--- src/rtl/dual_issue_scoreboard.sv ---
// dual_issue_scoreboard: per-register latency scoreboard and issue control for a two-slot in-order ID stage.
// Optional feature: define SB_PERF_CNT_EN to build the saturating stall_cycles performance counter.
module dual_issue_scoreboard #(
  parameter int NREG  = 8,
  parameter int LAT_W = 3
) (
  input  logic             clk,
  input  logic             rst_n,
  input  logic             flush,
  input  logic             id_valid_1,
  input  logic             id_valid_2,
  input  logic [2:0]       id_rm_1,
  input  logic [2:0]       id_rn_1,
  input  logic [2:0]       id_rm_2,
  input  logic [2:0]       id_rn_2,
  input  logic [1:0]       id_src_en_1,
  input  logic [1:0]       id_src_en_2,
  input  logic [2:0]       id_rd_1,
  input  logic [2:0]       id_rd_2,
  input  logic             id_we_1,
  input  logic             id_we_2,
  input  logic [LAT_W-1:0] id_lat_1,
  input  logic [LAT_W-1:0] id_lat_2,
  output logic             issue_1,
  output logic             issue_2,
  output logic [NREG-1:0]  busy_mask,
  output logic [15:0]      stall_cycles
);

  // cnt[0] exists only so register addresses index directly; it is held at zero.
  logic [LAT_W-1:0] cnt [NREG];

  logic haz_1;
  logic haz_2;
  logic raw_12;
  logic waw_12;
  logic conflict;
  logic load_1;
  logic load_2;

  always_comb begin
    haz_1 = (id_src_en_1[0] && (cnt[id_rm_1] != '0)) ||
            (id_src_en_1[1] && (cnt[id_rn_1] != '0));
    haz_2 = (id_src_en_2[0] && (cnt[id_rm_2] != '0)) ||
            (id_src_en_2[1] && (cnt[id_rn_2] != '0));

    raw_12 = (id_src_en_2[0] && (id_rm_2 == id_rd_1)) ||
             (id_src_en_2[1] && (id_rn_2 == id_rd_1));
    waw_12 = id_we_2 && (id_rd_2 == id_rd_1);
    conflict = id_we_1 && (id_rd_1 != 3'd0) && (raw_12 || waw_12);

    issue_1 = id_valid_1 && !flush && !haz_1;
    issue_2 = issue_1 && id_valid_2 && !haz_2 && !conflict;

    load_1 = issue_1 && id_we_1 && (id_rd_1 != 3'd0) && (id_lat_1 != '0);
    load_2 = issue_2 && id_we_2 && (id_rd_2 != 3'd0) && (id_lat_2 != '0);
  end

  // Slot 2 is checked first so it wins a same-register load; WAW blocking makes that case unreachable.
  always_ff @(posedge clk or negedge rst_n) begin
    if (!rst_n) begin
      for (int unsigned r = 0; r < NREG; r++) cnt[r] <= '0;
    end else if (flush) begin
      for (int unsigned r = 0; r < NREG; r++) cnt[r] <= '0;
    end else begin
      for (int unsigned r = 0; r < NREG; r++) begin
        if (r == 0)
          cnt[r] <= '0;
        else if (load_2 && (id_rd_2 == 3'(r)))
          cnt[r] <= id_lat_2;
        else if (load_1 && (id_rd_1 == 3'(r)))
          cnt[r] <= id_lat_1;
        else if (cnt[r] != '0)
          cnt[r] <= cnt[r] - LAT_W'(1);
      end
    end
  end

  always_comb begin
    busy_mask = '0;
    for (int unsigned r = 0; r < NREG; r++) busy_mask[r] = (cnt[r] != '0);
  end

`ifdef SB_PERF_CNT_EN
  always_ff @(posedge clk or negedge rst_n) begin
    if (!rst_n)
      stall_cycles <= '0;
    else if (id_valid_1 && !issue_1 && !flush && (stall_cycles != '1))
      stall_cycles <= stall_cycles + 16'd1;
  end
`else
  assign stall_cycles = '0;
`endif

endmodule
--- config.mk ---
export PLATFORM = sky130hd
export DESIGN_NAME = dual_issue_scoreboard
export DESIGN_NICKNAME = d
export VERILOG_FILES = /design/src/rtl/dual_issue_scoreboard.sv
export SDC_FILE = /design/constraint.sdc
export NUM_CORES = 1
export LEC_CHECK = 0
export CORE_MARGIN = 4
export CORE_UTILIZATION = 46
export DETAILED_ROUTE_END_ITERATION = 6
export GPL_ROUTABILITY_DRIVEN = 0
export PLACE_DENSITY = 0.78
export SETUP_SLACK_MARGIN = 0.4
export SKIP_CTS_REPAIR_TIMING = 1
export SLEW_MARGIN = 20
export SYNTH_ARGS = -nofsm -noshare
export SYNTH_HDL_FRONTEND = slang
export SYNTH_SLANG_ARGS = --single-unit
--- constraint.sdc ---
create_clock -name clk -period 2.32 [get_ports clk]
set_input_delay 0.348 -clock clk [delete_from_list [all_inputs] [get_ports clk]]
set_output_delay 0.348 -clock clk [all_outputs]
set_load 0.02 [all_outputs]
== Word level (Yosys, flattened, before mapping) ==
Cells that the tools add are included.
Word-level totals
  input bits: 35
  bits in registers: 21
  output and inout bits: 26
  logic and storage cells: 138
Operators by class
  multiplexer cells: 34
  add/sub/neg operators: 7
  eq/ne operators: 17
  reductions and logical operators: 65
  order comparisons: 4
  bitwise gates (word level): 4
Operator list (count)
  $mux 3: 29
  $reduce_bool 3->1: 15
  $bmux 3 s3: 4
  $logic_and 1x1->1: 34
  $reduce_bool 4->1: 7
  $eq 3x3->1 const B: 8
  $mux 21: 1
  $sub 3x1->3 const B: 7
  $ge 4x4->1 const B: 4
  $not 3->4: 4
  $eq 3x2->1 const B: 4
  $eq 3x3->1: 3
  $eq 3x1->1 const B: 2
  $logic_not 1->1: 4
  $logic_or 1x1->1: 4
  $reduce_bool 3->1 const A: 1

== Depth between registers and ports, before layout ==
  depth after elaboration: 18
  depth in mapped cells: 9

== Worst setup path after synthesis ==
OpenSTA, ideal clock, no wires.
  kind: register to register
  start: register cnt[1] in the netlist's numbering
  end: register cnt[8] in the netlist's numbering
  arrival: 2.210 ns
  buffers on the path: 0
  clock period less this slack: 2.310 ns
  data required time: 2.219 ns
  setup slack: 0.010 ns
  stages on the path, launching flop included: 8
  path through: dfrtp_1 > nor3_1 > mux2i_1 > o221ai_4 > o311ai_4 > nor4_2 > nor2_1 > o32ai_1
Between the ends
  longest elaborated chain between the ends: 17
  elaborated cells on any way between the ends: 40
  classes of those cells: mux (15); reduce/logical (25)
Ends and longest elaborated chain
  start: declaration: line 31  | logic [LAT_W-1:0] cnt [NREG];
  start signal: indexed assignment: line 70  | cnt[r] <= id_lat_2;
  start signal: indexed assignment: line 72  | cnt[r] <= id_lat_1;
  start signal: indexed assignment: line 74  | cnt[r] <= cnt[r] - LAT_W'(1);
  $bmux 3 s3, on equally long branches: line 42, 43
  $mux 3, on equally long branches (2 in series): line 42, 43
  $reduce_bool 3->1, on equally long branches: line 42, 43
  $logic_and 1x1->1, on equally long branches: line 42, 43
  $logic_or 1x1->1: line 42  | haz_1 = (id_src_en_1[0] && (cnt[id_rm_1] != '0)) ||
  $logic_not 1->1: line 52  | issue_1 = id_valid_1 && !flush && !haz_1;
  $logic_and 1x1->1: line 52
  $logic_and 1x1->1 (3 in series): line 53  | issue_2 = issue_1 && id_valid_2 && !haz_2 && !conflict;
  $logic_and 1x1->1 (3 in series): line 56  | load_2 = issue_2 && id_we_2 && (id_rd_2 != 3'd0) && (id_lat_2 != '0);
  $logic_and 1x1->1: line 69  | else if (load_2 && (id_rd_2 == 3'(r)))
  $mux 3: line 69
  $mux 21: line 63  | end else if (flush) begin
Several ways; a longest one is shown, not always the timed one. The select of a mux whose other input is x is not followed.
A chain may end at the register's enable or synchronous reset.

== Final worst setup path ==
  start: register cnt[8] in the netlist's numbering
  end: output issue_2
Between the ends
  longest elaborated chain between the ends: 11
  elaborated cells on any way between the ends: 28
  classes of those cells: mux (12); reduce/logical (16)
Ends and longest elaborated chain
  $bmux 3 s3, on equally long branches: line 42, 43
  $mux 3, on equally long branches (2 in series): line 42, 43
  $reduce_bool 3->1, on equally long branches: line 42, 43
  $logic_and 1x1->1, on equally long branches: line 42, 43
  $logic_or 1x1->1: line 42
  $logic_not 1->1: line 52
  $logic_and 1x1->1: line 52
  $logic_and 1x1->1: line 53
  $logic_and 1x1->1 (*) (2 in series): line 53
  end: declaration: line 25  | output logic issue_2,
Mark *: on every way between the ends. The rest lies on a longest branch, timed or not. The select of a mux whose other input is x is not followed.

==> flow_metrics.tcl <==
set metrics [dict create \
    die_w_um 82.9 \
    yosysMostFrequentCell "nor2_1" \
    grt_pass1_wl_mm 12.7 \
    combPwrFrac 0.715 \
    timing.fmax_mhz 402 \
    fp.coreArea_sq_um 5470 \
    drc 0 \
    grt_use_met2 0.370 \
    seq_power_share 0.213 \
    detail_route.vias_per_cell 5.67 \
    ys_types 49 \
    cts_buffers 3 \
    antenna_found_initial 0 \
    clkTransAtPathRegs_ps 80 \
    p_int_mw 1.94 \
    busiest_layer "met2" \
    place_ws_ps -562 \
    overflow 0 \
    avgSynthCellArea_sq_um 8.28 \
    dp.final_hpwl_mm 6.07 \
    p_per_area_nw_per_um2 950 \
    nNetsFinal 461 \
    worstSetupStartpointType "register" \
    clk_latency_ps 270 \
    root_buffer "clkbuf_8" \
    dieArea_sq_um 6880 \
    fill_cells 412 \
    crit_type "register to output pin" \
    final-seq-area_sq_um 533 \
    synth_area_leader_cell "dfrtp_1" \
    use_met3 0.0327 \
    worst_setup_path_end_kind "output pin" \
    final_layout_size_suffix_gt1_frac 0.338 \
    tightestPinTransition_ps 578 \
    htree_levels 1 \
    io_buffers 43 \
    setup_viol 23 \
    largest_register_ffs 21 \
    hp-class "input pin to asynchronous set/reset pin" \
    drt_iter0_drc 240 \
    required_ps 1970 \
    clockPowerShare 0.072 \
    reg.largest.list "cnt: 21 flops" \
    first_pass_iters 5 \
    num_vias 2739 \
    area_delta_synth_final_pct 44.6 \
    design_area_sq_um 3740 \
    num_io_pins 61 \
    dpl_cell_area_sq_um 3470 \
    ir_worst_vdd_v 0.000646 \
    rsz0062_at_grt "yes" \
    period_share 1.07 \
    grt_pass1_vias 2611 \
    fin_worst_skew_ps 2.62 \
    grt_max_degree 30 \
    crit_path_max_fanout 3 \
    final.setup.worst_slack_ps -169 \
    synthFlopType "dfrtp_1" \
    yosysSeqAreaShare 0.203 \
    wl_mm 8.24 \
    grt_use_total 0.219 \
    n_antenna_cell 0 \
    synth_commonest_cells "nor2_1 (46), inv_1 (33), dfrtp_1 (21)" \
    regMostFlops "cnt" \
    async_flop_share 1.00 \
    synth_edf_count 0 \
    die_h_um 82.9 \
    p_sw_mw 1.61 \
    core.rowCount 27 \
    netlist_instances 312 \
    multi_input_area_sq_um 2050 \
    slew_headroom 0.611 \
    ant_nets 0 \
    grtUsageMet1 0.286 \
    arrival_ps 2140 \
    p_leak_nw 1.61 \
    ys_warn_count 0 \
    drt-wirelength-per-cell_um 17.1 \
    cts_tree "built" \
    violations "negative setup slack" \
    final_hold_viol_count 0 \
    cts_sinks 21 \
    synth_area_leaders "dfrtp_1 (20%), mux2_2 (7.4%), ha_1 (6.8%)" \
    status "finished, violations left" \
    synth_area_sq_um 2580 \
    period_minus_slack_ps 2490 \
    swShare 0.453 \
    cap_violations 0 \
    maxSlewViolCount 0 \
    tns_ps -2530 \
    synth_top_area_frac 0.203 \
    cts_buffer_depth 2 \
    start_util 0.472 \
    ys_ff_latch 21 \
]
-- critical path, cell delays in order (launching register included) --
cell	delay (ps)
dfrtp_1	500
nor3_4	90
mux4_2	470
and2_4	180
o311ai_4	350
nor3_1	100
buf_2	170
-- per-layer routing --
layer,wire (um),part of all wire
met1,3480,0.42
met2,4010,0.49
met3,533,0.065
met4,214,0.026
met5,0,0
-- cells in the final DEF (no fill, tap or decap), drive strengths merged, types with 4 or more instances in the layout --
master and count:
nor3b 5, o22ai 4, inv 33, conb 17, nor2b 8, nor4 11, dlymetal6s2s 6, mux2i 13
nor3 11, dfrtp 21, o2bb2ai 9, nor2 46, mux2 17, nand3 4, clkbuf 7, ha 14
xnor2 9, nand2 17, nand4 8, o32ai 8, a211oi 7, a21o 4, clkdlybuf4s50 31, buf 65
nand3b 4, o31ai 5
-- layout make-up --
class	instances	area share
multi-input cells	248	0.548
repair buffers	105	0.240
flip-flops and latches	21	0.143
inverters	33	0.0332
well taps	72	0.0241
clock buffers	4	0.0121
-- power by group through the flow --
stage               sequential (mW)  combinational [mW]  clock, mW
global route                  0.767                2.80      0.275
finish                        0.755                2.54      0.256
floorplan                     0.663                1.48          0
CTS                           0.698                2.34      0.256
global placement              0.697                2.23          0
detailed placement            0.704                2.32          0
-- metrics by stage --
stage	util	instances	power, mW	hold slack, ps
2_1_floorplan	-	328	2.14	52.4
3_3_place_gp	0.634	473	2.93	546
3_5_place_dp	0.634	473	3.03	557
4_1_cts	0.642	477	3.29	445
5_1_grt	0.683	483	3.84	463
6_report	0.683	483	3.55	432
-- final timing paths --
| path | start | endpoint | slack, ps | depth (start not counted) |
|---|---|---|---|---|
| setup / recovery | cnt[8]$_DFFE_PN0P_ | issue_2 | -170 | 6 |
| hold / removal | rst_n | cnt[19]$_DFFE_PN0P_ | 430 | 2 |
| setup reg to reg | cnt[8]$_DFFE_PN0P_ | cnt[18]$_DFFE_PN0P_ | -160 | 8 |
| hold reg to reg | cnt[1]$_DFFE_PN0P_ | cnt[1]$_DFFE_PN0P_ | 570 | 2 |
| max in group asynchronous | rst_n | cnt[6]$_DFFE_PN0P_ | 1640 | 2 |
| min in group clk | cnt[1]$_DFFE_PN0P_ | cnt[1]$_DFFE_PN0P_ | 570 | 2 |
-- cells by family (layout without fill, tap and decap cells) --
family	count (synthesis)	after routing	share of synthesized area
adders and majority gates	14	14	0.0678
xor gates and xnor gates	9	9	0.0305
other	1	17	0.00145
AOI/OAI and AO/OA	47	47	0.169
DFF	21	21	0.203
buffers and inverters	59	142	0.112
muxes	31	31	0.133
and+or+nand+nor	130	130	0.283
Power figures use the tool's default switching activity.
